### src/rtl/serial_sub_ctrl.sv
// ============================================================================
// Module   : serial_sub_ctrl
// Purpose  : Bit-serial, LSB-first subtractor (a - b) with IDLE/RUN/DONE control
// Revision : 1.0
// ============================================================================
`default_nettype none

module serial_sub_ctrl #(
    parameter int WIDTH = 8
) (
    input  logic             clk,
    input  logic             rst_n,
    input  logic             start,
    input  logic             abort,
    input  logic [WIDTH-1:0] a,
    input  logic [WIDTH-1:0] b,
    output logic             busy,
    output logic             done,
    output logic [WIDTH-1:0] diff,
    output logic             bor
);

    localparam int                 c_CNT_W = (WIDTH > 1) ? $clog2(WIDTH) : 1;
    localparam logic [c_CNT_W-1:0] c_LAST  = c_CNT_W'(WIDTH - 1);

    localparam logic [1:0] c_IDLE = 2'd0;
    localparam logic [1:0] c_RUN  = 2'd1;
    localparam logic [1:0] c_DONE = 2'd2;

    logic [1:0]         r_state;
    logic [1:0]         w_state_nxt;
    logic [WIDTH-1:0]   r_a;
    logic [WIDTH-1:0]   r_b;
    logic [WIDTH-1:0]   r_res;
    logic               r_br;
    logic [c_CNT_W-1:0] r_cnt;

    logic w_load;
    logic w_step;
    logic w_last;
    logic w_ai;
    logic w_bi;
    logic w_d;
    logic w_br_nxt;

    // abort outranks start, so a simultaneous start+abort in IDLE is not a load
    assign w_load = (r_state == c_IDLE) && start && !abort;
    assign w_step = (r_state == c_RUN) && !abort;
    assign w_last = (r_cnt == c_LAST);

    assign w_ai     = r_a[0];
    assign w_bi     = r_b[0];
    assign w_d      = w_ai ^ w_bi ^ r_br;
    assign w_br_nxt = (~w_ai & w_bi) | (~(w_ai ^ w_bi) & r_br);

    always_ff @(posedge clk or negedge rst_n) begin
        if (!rst_n) begin
            r_state <= c_IDLE;
        end else begin
            r_state <= w_state_nxt;
        end
    end

    always_comb begin
        w_state_nxt = r_state;
        case (r_state)
            c_IDLE: begin
                if (w_load) begin
                    w_state_nxt = c_RUN;
                end
            end
            c_RUN: begin
                if (abort) begin
                    w_state_nxt = c_IDLE;
                end else if (w_last) begin
                    w_state_nxt = c_DONE;
                end
            end
            c_DONE: begin
                w_state_nxt = c_IDLE;
            end
            default: begin
                w_state_nxt = c_IDLE;
            end
        endcase
    end

    always_comb begin
        busy = 1'b0;
        done = 1'b0;
        case (r_state)
            c_RUN:   busy = 1'b1;
            c_DONE:  done = 1'b1;
            default: begin
                busy = 1'b0;
                done = 1'b0;
            end
        endcase
    end

    always_ff @(posedge clk or negedge rst_n) begin
        if (!rst_n) begin
            r_a   <= '0;
            r_b   <= '0;
            r_res <= '0;
            r_br  <= 1'b0;
            r_cnt <= '0;
            diff  <= '0;
            bor   <= 1'b0;
        end else if (w_load) begin
            r_a   <= a;
            r_b   <= b;
            r_res <= '0;
            r_br  <= 1'b0;
            r_cnt <= '0;
        end else if (w_step) begin
            r_a   <= r_a >> 1;
            r_b   <= r_b >> 1;
            r_res <= {w_d, r_res[WIDTH-1:1]};
            r_br  <= w_br_nxt;
            // hold on the final bit so a power-of-two WIDTH never wraps
            if (!w_last) begin
                r_cnt <= r_cnt + 1'b1;
            end
            if (w_last) begin
                diff <= {w_d, r_res[WIDTH-1:1]};
                bor  <= w_br_nxt;
            end
        end
    end

endmodule

`default_nettype wire
### config.mk
export PLATFORM = sky130hd
export DESIGN_NAME = serial_sub_ctrl
export DESIGN_NICKNAME = d
export VERILOG_FILES = /design/src/rtl/serial_sub_ctrl.sv
export SDC_FILE = /design/constraint.sdc
export NUM_CORES = 1
export LEC_CHECK = 0
export CORE_UTILIZATION = 57
export CTS_BUF_LIST = sky130_fd_sc_hd__clkbuf_8
export DETAILED_ROUTE_END_ITERATION = 8
export PLACE_DENSITY = 0.92
export SYNTH_ARGS = -nofsm -noshare
export SYNTH_HDL_FRONTEND = slang
export SYNTH_SLANG_ARGS = --single-unit
### constraint.sdc
create_clock -name clk -period 3.5 [get_ports clk]
set_clock_uncertainty 0.2 [all_clocks]
set_input_delay 0.7 -clock clk [delete_from_list [all_inputs] [get_ports clk]]
set_output_delay 0.7 -clock clk [all_outputs]
set_load 0.03 [all_outputs]
==> qor.yml <==
status: "finished, final reports clean"
rows: 19
synth_flop_cell: "dfrtp_1"
dieArea_mm2: 0.00316
drcViolationCount: 0
nNetsFinal: 205
cp_data_arrival_time_ns: 1.67
drt-pass1-iter-count: 4
overflow: 0
whs_ns: 0.302
yosys.area.top_type: "dfrtp_1"
ctsResizeCount: 0
finalSetupViolCount: 0
r2r_setup_slack_ns: 1.52
yosysWarnings: 0
dp_hpwl_um: 2180
cap_violations: 0
cts_inserted_buffers: 5
finish.utilization_pct: 74.6
root_buffer: "clkbuf_8"
cts.sinks: 38
reg2reg_from: "r_cnt[0]"
design_area_mm2: 0.00206
synthesis.nets: 173
clockBufferDepth: 2
clk_latency_ns: 0.29
grt_pass1_vias: 1177
io_buffers: 30
synth_cells: 150
finalCritPeriodShare_pct: 73.3
drive_above_1_share_pct: 13.8
ys_seq_area_share_pct: 56.8
critPathMaxFanout: 9
endpoint_kind: "output port"
dieWidth_um: 56.2
slew_headroom_pct: 56.8
num_vias: 1216
area_delta_synth_final_pct: 23.0
placedInstanceArea_mm2: 0.00198
drv_slew: 0
initial_utilization_pct: 60.7
synth.ff_latch_count: 38
grt_use_total_pct: 23.1
cp_data_required_time_ns: 2.60
r2r_cells: 4
fin_tns_setup_ns: 0
die_h_um: 56.2
n_fill_cell: 193
critPathKind: "reg -> out"
synth_area_leaders: "dfrtp_1 57%, a21oi_1 7.5%, mux2_2 6.1%"
ant_nets: 0
start_kind: "register"
synth_most_common_cell: "dfrtp_1"
ys_async_sr_fraction_pct: 100
ios: 31
totalWireLength_um: 3120
ys_types: 25
ff_latch_area_um2: 951
wl_per_cell_um: 14.7
cts_tree: "done"
drt_iter0_drc: 25
synth_edf_count: 0
hold_end: "bor"
synth_commonest_cells: "38 x dfrtp_1, 25 x a21oi_1, 22 x nand2_1, 13 x nor2_1, 9 x mux2_2"
cts_setup_buffers: 0
multi_input_comb_area_um2: 641
place.gp.congestion: 0.795
powerDensity_mw_per_mm2: 498
synth_area_mm2: 0.00167
grt_max_degree: 39
min_from: "bor"
cts_hold_buf: 0
hold_path_depth: 2
grt_antenna_before_repair: 0
tightest_slew_ns: 0.648
core-area_mm2: 0.00276
hp-class: "reg -> reg"
antennaDiodeCount: 0
max_freq_ghz: 0.390
rsz0062_at_grt: "false"
htree_levels: 2
report.final.hold_viol_count: 0
cellLeakagePower_uw: 0.000952
fin_crit_ns: 2.57
routed_via_density: 5.74
synth_top_area_share_pct: 56.8
clk_pin_slew_ns: 0.06
vdd_drop_max_mv: 0.444
worstReg2RegEnd: "diff[5]"
avgSynthCellArea_um2: 11.2
grt_pass1_wl_um: 5420
==> cells in the final DEF, fill, tap and decap left out, types with 3 or more instances in the layout <==
master,netlist,routed
mux2_2,9,9
o21ai_0,4,4
nand2_1,22,22
nor2_1,13,13
dfrtp_1,38,38
inv_1,6,6
buf_4,0,3
clkdlybuf4s50_1,0,30
clkbuf_8,0,6
a22oi_1,3,3
a22o_1,5,5
a21oi_1,25,25
==> critical path: stages (launching register included) <==
cell and delay (ns):
dfrtp_1 0.55, and2b_1 0.17, clkdlybuf4s50_1 0.66
==> routing by layer <==
| layer | up-vias | wire length (um) | global-route usage, % |
|---|---|---|---|
| met2 | 30 | 1640 | 38.9 |
| met5 | - | 0 | 0 |
| met1 | 602 | 1280 | 27.4 |
| met4 | 0 | 53 | 7.32 |
| li1 | 577 | - | - |
| met3 | 7 | 142 | 8.84 |
==> metrics by stage <==
step	setup slack [ns]	power [uW]	instances
6_report	0.933	1030	212
5_1_grt	0.833	1080	212
4_1_cts	0.925	1040	212
3_5_place_dp	0.779	746	206
3_3_place_gp	0.841	731	206
2_1_floorplan	1.65	676	150
==> kinds of logic after synthesis <==
family / after synthesis / share of synthesized area, %
AO/OA/AOI/OAI: 40 / 14.7
flip-flops: 38 / 56.8
buffers and inverters: 14 / 4.86
AND/OR/NAND/NOR: 46 / 14.8
multiplexers: 9 / 6.06
adder cells (fa/ha/maj): 3 / 2.69
==> area by class of cell <==
cell class,instances,area share [%]
well taps,31,1.88
clock buffers,6,4.01
inverters,6,1.09
repair buffers,33,15.7
multi-input cells,98,31.1
flip-flops and latches,38,46.2
==> how the worst max path moves through the flow <==
stage | end | from | cells after the start | slack, ns
floorplan | busy | r_state[0] | 1 | 1.65
global placement | r_cnt[0] | abort | 4 | 0.84
detailed placement | r_cnt[0] | abort | 4 | 0.78
CTS | done | r_state[1] | 2 | 0.92
global route | done | r_state[1] | 2 | 0.83
finish | done | r_state[1] | 2 | 0.93
==> sequential cells by signal, indices dropped and copies added, names as in the netlist <==
signal / flops
bor: 1
r_res: 7
r_br: 1
r_a: 8
r_cnt: 3
r_b: 8
diff: 8
r_state: 2
==> where the power goes <==
part / switching [uW] / total (uW) / leakage, uW / internal, uW
logic: 95.8 / 187 / 0.000418 / 91.3
registers: 42.8 / 551 / 0.000491 / 508
clock network: 136 / 288 / 0.0000431 / 152
Power figures use the tool's default switching activity.
